$ cat config.mk
export PLATFORM = sky130hd
export DESIGN_NAME = count_wrap_monitor
export DESIGN_NICKNAME = d
export VERILOG_FILES = /design/src/rtl/count_wrap_monitor.sv
export SDC_FILE = /design/constraint.sdc
export NUM_CORES = 1
export LEC_CHECK = 0
export ABC_AREA = 0
export CAP_MARGIN = 20
export CORE_ASPECT_RATIO = 1.1
export CORE_UTILIZATION = 25
export DETAILED_ROUTE_END_ITERATION = 10
export SYNTH_ARGS = -nofsm -noshare
export SYNTH_HDL_FRONTEND = slang
export SYNTH_SLANG_ARGS = --single-unit
$ cat constraint.sdc
create_clock -name clk -period 1.6 [get_ports clk]
set_input_delay 0.16 -clock clk [delete_from_list [all_inputs] [get_ports clk]]
set_output_delay 0.16 -clock clk [all_outputs]
set_load 0.1 [all_outputs]
$ cat src/rtl/count_wrap_monitor.sv
// count_wrap_monitor
//   Watches the value of an upstream up/down counter and reports when it
//   wraps, either MAX->0 (up-wrap) or 0->MAX (down-wrap). A wrap is reported
//   in three ways:
//   - a one-cycle pulse on wrap_up or wrap_down
//   - a pending event (evt_valid/evt_dir) that is held until evt_ack
//   - a saturating count of all wraps (wrap_cnt)
//   It also pulses dir_change whenever the upstream direction input flips.
//
// Parameters
//   BITS   width of the monitored count bus (MAX = 2^BITS-1)
//   SAT_W  width of the saturating wrap counter
//
// Ports
//   clk         single clock, all state changes on its rising edge
//   reset       asynchronous, active-low reset (0 = in reset)
//   count       upstream counter value, sampled every rising edge
//   sel         upstream direction, 1 = up, 0 = down
//   evt_ack     consumer accepts the pending wrap event
//   wrap_up     one-cycle pulse after an up-wrap (MAX->0) is seen
//   wrap_down   one-cycle pulse after a down-wrap (0->MAX) is seen
//   dir_change  one-cycle pulse after sel differs from its last sample
//   evt_valid   a wrap event is pending
//   evt_dir     direction of the pending event, 1 = up-wrap, 0 = down-wrap
//   wrap_cnt    saturating number of wraps seen, both directions
//   evt_ovf     sticky flag: a wrap arrived while an event was still pending
//
// Configuration
//   WRAP_MON_OVF_EN  when defined, evt_ovf is implemented. When undefined,
//                    evt_ovf is tied to 0 and a wrap that arrives while an
//                    unacknowledged event is pending is dropped silently.
//                    wrap_cnt still counts that wrap in both builds.

module count_wrap_monitor #(
  parameter int BITS  = 4,
  parameter int SAT_W = 8
) (
  input  logic             clk,
  input  logic             reset,
  input  logic [BITS-1:0]  count,
  input  logic             sel,
  input  logic             evt_ack,
  output logic             wrap_up,
  output logic             wrap_down,
  output logic             dir_change,
  output logic             evt_valid,
  output logic             evt_dir,
  output logic [SAT_W-1:0] wrap_cnt,
  output logic             evt_ovf
);

  localparam logic [BITS-1:0]  MAX     = {BITS{1'b1}};
  localparam logic [SAT_W-1:0] CNT_MAX = {SAT_W{1'b1}};

  typedef enum logic {
    IDLE = 1'b0,
    PEND = 1'b1
  } state_t;

  state_t          state;
  state_t          state_next;
  logic            dir_next;

  logic [BITS-1:0] prev_q;
  logic            sel_q;
  logic            prev_vld;

  logic            up_det;
  logic            down_det;
  logic            wrap_det;

  // Wrap detection compares the previous sample with the current one. The
  // prev_vld guard stops the reset value of prev_q (MAX) from producing a
  // false up-wrap on the first edge after reset when count is 0.
  always_comb begin
    up_det   = prev_vld && (prev_q == MAX) && (count == '0);
    down_det = prev_vld && (prev_q == '0) && (count == MAX);
    wrap_det = up_det || down_det;
  end

  // The previous count and direction are sampled every cycle. prev_q resets
  // to MAX and sel_q to 1 (up), which matches the state of an up-counter
  // that is about to start from 0.
  always_ff @(posedge clk or negedge reset) begin
    if (!reset) begin
      prev_q   <= MAX;
      sel_q    <= 1'b1;
      prev_vld <= 1'b0;
    end else begin
      prev_q   <= count;
      sel_q    <= sel;
      prev_vld <= 1'b1;
    end
  end

  // The pulse outputs are registered, so each one is high for exactly the
  // cycle that follows the edge where its condition was seen.
  always_ff @(posedge clk or negedge reset) begin
    if (!reset) begin
      wrap_up    <= 1'b0;
      wrap_down  <= 1'b0;
      dir_change <= 1'b0;
    end else begin
      wrap_up    <= up_det;
      wrap_down  <= down_det;
      dir_change <= prev_vld && (sel != sel_q);
    end
  end

  // The event state register and the latched direction. A reset drops any
  // pending event.
  always_ff @(posedge clk or negedge reset) begin
    if (!reset) begin
      state   <= IDLE;
      evt_dir <= 1'b0;
    end else begin
      state   <= state_next;
      evt_dir <= dir_next;
    end
  end

  // Event next-state logic. If an acknowledge and a new wrap arrive in the
  // same cycle, the old event is consumed and the new one takes its place.
  // A wrap with no acknowledge keeps the first event and its direction.
  always_comb begin
    state_next = state;
    dir_next   = evt_dir;
    unique case (state)
      IDLE: begin
        if (wrap_det) begin
          state_next = PEND;
          dir_next   = up_det;
        end
      end
      PEND: begin
        if (evt_ack) begin
          if (wrap_det) begin
            dir_next = up_det;
          end else begin
            state_next = IDLE;
          end
        end
      end
      default: begin
        state_next = IDLE;
      end
    endcase
  end

  assign evt_valid = (state == PEND);

  // The wrap counter saturates at all-ones rather than rolling over, so a
  // large value always means "at least this many" wraps.
  always_ff @(posedge clk or negedge reset) begin
    if (!reset) begin
      wrap_cnt <= '0;
    end else if (wrap_det && (wrap_cnt != CNT_MAX)) begin
      wrap_cnt <= wrap_cnt + 1'b1;
    end
  end

`ifdef WRAP_MON_OVF_EN
  logic ovf_set;
  logic ack_taken;

  // An accepted acknowledge clears the flag, and this takes priority. In
  // that case any wrap seen in the same cycle replaces the pending event,
  // so it is not an overflow.
  always_comb begin
    ack_taken = (state == PEND) && evt_ack;
    ovf_set   = (state == PEND) && !evt_ack && wrap_det;
  end

  always_ff @(posedge clk or negedge reset) begin
    if (!reset) begin
      evt_ovf <= 1'b0;
    end else if (ack_taken) begin
      evt_ovf <= 1'b0;
    end else if (ovf_set) begin
      evt_ovf <= 1'b1;
    end
  end
`else
  assign evt_ovf = 1'b0;
`endif

endmodule

### Word-level counts from Yosys, hierarchy flattened

Index checks and enable logic that the tools add are counted.

* bits in latches: 0
* memories: 0
* word-level logic and storage cells: 31
* bits in registers: 19
* memory bits (writable): 0
* bits in read-only memories: 0

* multiply operators: 0
* add/subtract/negate cells: 1
* multiplexer cells: 6
* reduce and logical (&&, ||, !) cells: 9
* div/mod/pow operators: 0
* order comparisons: 0
* bitwise logic cells: 1
* equality and inequality tests: 5
* shifts and indexed selects: 0

Operators with widths (number)
* $add 8x1->8 const B: 1
* $eq 4x4->1 const B: 2
* $logic_not 4->1: 2
* $ne 8x8->1 const B: 1
* $logic_and 1x1->1: 6
* $mux 1: 4
* $pmux 1 s2: 2
* $ne 2x2->1 const B: 1
* $logic_or 1x1->1: 1
* $ne 1x1->1: 1
* $not 1->1: 1

### Logic depth before layout (Yosys ltp)

* depth in word-level cells: 7
* depth in mapped cells: 5

### Least setup slack after synthesis

Ideal clock, no wire load.

* path kind: register to register
* start: register wrap_cnt[0]
* end: register wrap_cnt[1]
* setup slack: -0.569 ns
* cell stages (with the launch flop): 6
* required time: 1.472 ns
* path buffers: 0
* arrival time: 2.041 ns
* library setup time: 0.128 ns
* cell sequence: dfrtp_1 ha_1 nand3_1 nor2_2 a21oi_2 mux2_1

* longest elaborated chain between the ends: 2
* elaborated cells between the ends (all ways): 3
* those cells by class: 1 x add/sub; 1 x eq/ne; 1 x reduce/logical

Ends and longest elaborated chain
* start, declared: line 48 `output logic [SAT_W-1:0] wrap_cnt,`
* start signal, assigned: line 158 `wrap_cnt <= wrap_cnt + 1'b1;`
* branches (longest 2 deep; another with $add 8x1->8)

Several ways; the timed one is not identified.
A chain may end at the register's enable or synchronous reset.

### Final worst setup path

* start: input port count[1]
* end: register wrap_cnt[6]

* longest elaborated chain between the ends: 4
* elaborated cells between the ends (all ways): 6
* those cells by class: 1 x eq/ne; 5 x reduce/logical

Ends and longest elaborated chain
* start, declared: line 40 `input logic [BITS-1:0] count,`
* $eq 4x4->1 or $logic_not 4->1 (tied branches): line 77, 76
* $logic_and 1x1->1 (on tied branches): line 77, 76
* $logic_or 1x1->1 (*): line 78 `wrap_det = up_det || down_det;`
* $logic_and 1x1->1 (*): line 157 `end else if (wrap_det && (wrap_cnt != CNT_MAX)) begin`

Every way passes the cells marked *; elsewhere a longest branch is shown, timed or not.

==> metrics.md <==
| Metric | Value |
|---|---|
| Outcome | `complete, but fails checks` |
| Failing checks | `DRC` |
| I/O pins | `22` |
| Post-Route WL | `1713 um` |
| Combinational power share | `20.3%` |
| Power, Total | `0.9675 mW` |
| CP required | `1.80 ns` |
| Final min period | `1.541 ns` |
| Sw frac | `30.04%` |
| Reg2Reg Capture Point | `wrap_cnt[6]` |
| # rows | `21` |
| Final HPWL DP | `1351 um` |
| Post-Synth XOR/XNOR Area | `7.216%` |
| Simple-Gate Fraction of Synth Area | `20.32%` |
| Final slew viol count | `0` |
| Cts hold-fix bufs | `0` |
| Synth warn | `0` |
| Final period util | `96.34%` |
| Seq cells post-synth | `19` |
| Starting DRT DRC Count | `14` |
| Root Driver | `clkbuf_4` |
| CTS buffer count | `3` |
| Sequential element share of the synthesized area | `56.70%` |
| Initial Util | `26.94%` |
| CP peak stage delay | `0.49 ns` |
| Largest family of logic cells by synthesized area | `simple AND/OR/NAND/NOR gates` |
| Synth Area in Compound Gates | `8.984%` |
| Post-synthesis mux area share | `2.651%` |
| Vias in the first global route | `643` |
| Die width | `57.58 um` |
| # setup viols final | `0` |
| Via count | `616` |
| Cells along the critical path | `clkdlybuf4s50_1 > nor4_4 > nand4_4 > a21oi_1 > mux2_1` |
| Number of enable flip-flop cells after synthesis | `0` |
| Die area | `3636 um2` |
| Internal power | `0.6769 mW` |
| PD cells | `690.4 nW/um2` |
| Fraction of registers with async set/reset | `100.0%` |
| Number of failing hold endpoints at the final stage | `0` |
| Flop2flop setup slack | `0.07 ns` |
| Pin count of the biggest net entering global routing | `20` |
| Final nets | `107` |
| Hold Crit Class | `input port to async pin` |
| RD Place Congestion | `0.7589` |
| Critical Path Fanout Max | `5` |
| First-pass GRT wire length | `2835 um` |
| Synth top area cells | `dfrtp_1 41%, dfstp_2 15%, xor2_1 7.2%` |
| Ys flop type | `dfrtp_1` |
| Total GRT Usage | `10.47%` |
| P_sw | `0.2906 mW` |
| Netlist cell types | `29` |
| Synth Instances | `64` |
| Crit. End Element | `flop` |
| Area Growth Syn to Fin | `64.95%` |
| Worst setup SP type | `input port` |
| Die Y | `63.14 um` |
| H-tree depth | `1` |
| Clock power share | `25.7%` |
| Adder-Cell Fraction of Synth Area | `1.473%` |
| Unrepaired setup endpoints after global routing | `true` |
| Detail Route Antenna Nets | `0` |
| Count leader, synth | `dfrtp_1` |
| Total grt overflow | `0` |
| R2r startpoint | `prev_q[3]` |
| Setup CP Type | `input port to flop` |
| CTS max path bufs | `2` |
| Antenna violations before repair | `0` |
| Worst Path Arrival | `1.74 ns` |
| Cell Area, Synth | `849.6 um2` |
| Post-synth net total | `73` |
| Max-Cap Viols | `0` |
| R2R cell count | `4` |
| DRC viols | `4` |
| I/O Buffers | `20` |
| Area of the core | `3153 um2` |
| Clk_skew | `0.01357 ns` |
| Synth top cells by count | `14 x dfrtp_1, 7 x xor2_1, 5 x dfstp_2, 4 x nand3_1` |
| Vias per cell | `4.702` |
| Skew-Pair Late Insertion Delay | `0.30 ns` |
| Fmax | `648.7 MHz` |
| Reg power frac | `54.0%` |
| Wire length per cell | `13.08 um` |
| P_leak | `0.5821 nW` |
| Clock Sinks | `19` |
| Worst ir drop on vdd | `338.9 uV` |
| Share of cells above drive strength 1 | `55.67%` |
| Clock Pin Slew Worst Setup and Hold Paths | `0.12 ns` |
| DRT Pass-1 Iters | `6` |
| Area leader, netlist | `dfrtp_1` |
| Hold_ws | `0.1728 ns` |
| Synth top area share | `41.24%` |
| Antenna diodes | `0` |
| Avg Synthesized Cell Area | `13.27 um2` |
| CTS tree | `built` |
| Slowest CP cell | `clkdlybuf4s50_1` |
-- worst max path at each step --
stage,startpoint,to,cells after the start
finish,count[1],wrap_cnt[6],5
global placement,count[1],wrap_cnt[4],6
floorplan,wrap_cnt[0],wrap_cnt[7],5
global route,wrap_cnt[1],wrap_cnt[7],5
CTS,prev_q[3],wrap_cnt[4],5
detailed placement,count[0],wrap_cnt[6],5
-- placed cells by master, fill, tap and decap left out, drive strengths merged --
| cell | synthesis | routed |
|---|---|---|
| buf | 1 | 23 |
| dfrtp | 14 | 14 |
| xor2 | 7 | 7 |
| clkdlybuf4s50 | 0 | 7 |
| dfstp | 5 | 5 |
| nand3 | 4 | 4 |
| a21oi | 4 | 4 |
| clkbuf | 0 | 3 |
| nand4 | 3 | 3 |
| a211oi | 3 | 3 |
| o21ai | 3 | 3 |
| mux2 | 2 | 2 |
| conb | 2 | 2 |
| and3 | 2 | 2 |
| nor4 | 1 | 1 |
| clkinv | 1 | 1 |
| and4b | 1 | 1 |
| nor3 | 1 | 1 |
| inv | 1 | 1 |
| and2 | 1 | 1 |
| nor2b | 1 | 1 |
| or3 | 1 | 1 |
| nor2 | 1 | 1 |
| or3b | 1 | 1 |
| nand2b | 1 | 1 |
| nand2 | 1 | 1 |
| or2 | 1 | 1 |
| ha | 1 | 1 |
| clkinvlp | 0 | 1 |
-- stage by stage --
stage	setup TNS [ns]	instance area [um2]	worst slack, ns	util, %	cells
2_1_floorplan	-0.03202	910.9	-0.03202	-	64
3_3_place_gp	-1.373	1344	-0.2096	42.62	126
3_5_place_dp	-1.870	1344	-0.2657	42.62	126
4_1_cts	0	1374	0.009809	43.57	130
5_1_grt	-0.005135	1401	-0.003828	44.44	131
6_report	0	1401	0.05855	44.44	131
-- sequential cells by signal, indices dropped and copies added (netlist names) --
signal,flops
evt_valid,1
prev_q,4
dir_change,1
sel_q,1
wrap_down,1
prev_vld,1
wrap_up,1
wrap_cnt,8
evt_dir,1
-- critical path, delay by kind of cell --
kind | cells | cell delay [ns]
compound gates | 1 | 0.21
buf+inv | 1 | 0.49
mux | 1 | 0.35
simple gates | 2 | 0.53
-- cell families (layout without fill, tap and decap cells) --
| family | count (synthesis) | in the layout |
|---|---|---|
| AOI/OAI and AO/OA | 10 | 10 |
| muxes | 2 | 2 |
| xor gates and xnor gates | 7 | 7 |
| and+or+nand+nor | 20 | 20 |
| adders and majority gates | 1 | 1 |
| DFF | 19 | 19 |
| other | 2 | 2 |
| buffers and inverters | 3 | 36 |
-- final cells by class --
cell class / instances / area (um2)
fillers: 292 / 1752
flip-flops and latches: 19 / 509.2
repair buffers: 30 / 412.9
multi-input cells: 42 / 399.1
well taps: 34 / 42.54
clock buffers: 3 / 22.52
clock inverters: 1 / 7.507
inverters: 2 / 7.507
-- layer usage --
metal	global-route usage [%]	wire (um)	vias up
met4	7.317	27	0
met2	18.31	940	17
met3	1.437	87	2
met1	11.35	656	307
met5	0	0	-
li1	-	-	290
-- power groups by stage --
stage | Combinational (mW) | Sequential, mW | Clock [mW]
3_5_place_dp | 0.186 | 0.536 | 0
2_1_floorplan | 0.0295 | 0.600 | 0
6_report | 0.197 | 0.522 | 0.249
3_3_place_gp | 0.184 | 0.535 | 0
5_1_grt | 0.205 | 0.525 | 0.279
4_1_cts | 0.187 | 0.527 | 0.267
-- what timing repair did --
item,in CTS,in global routing
endpoints found under the setup margin,0,8
gates resized for setup,0,4
buffers inserted,0,1
(Power assumes the default switching activity.)
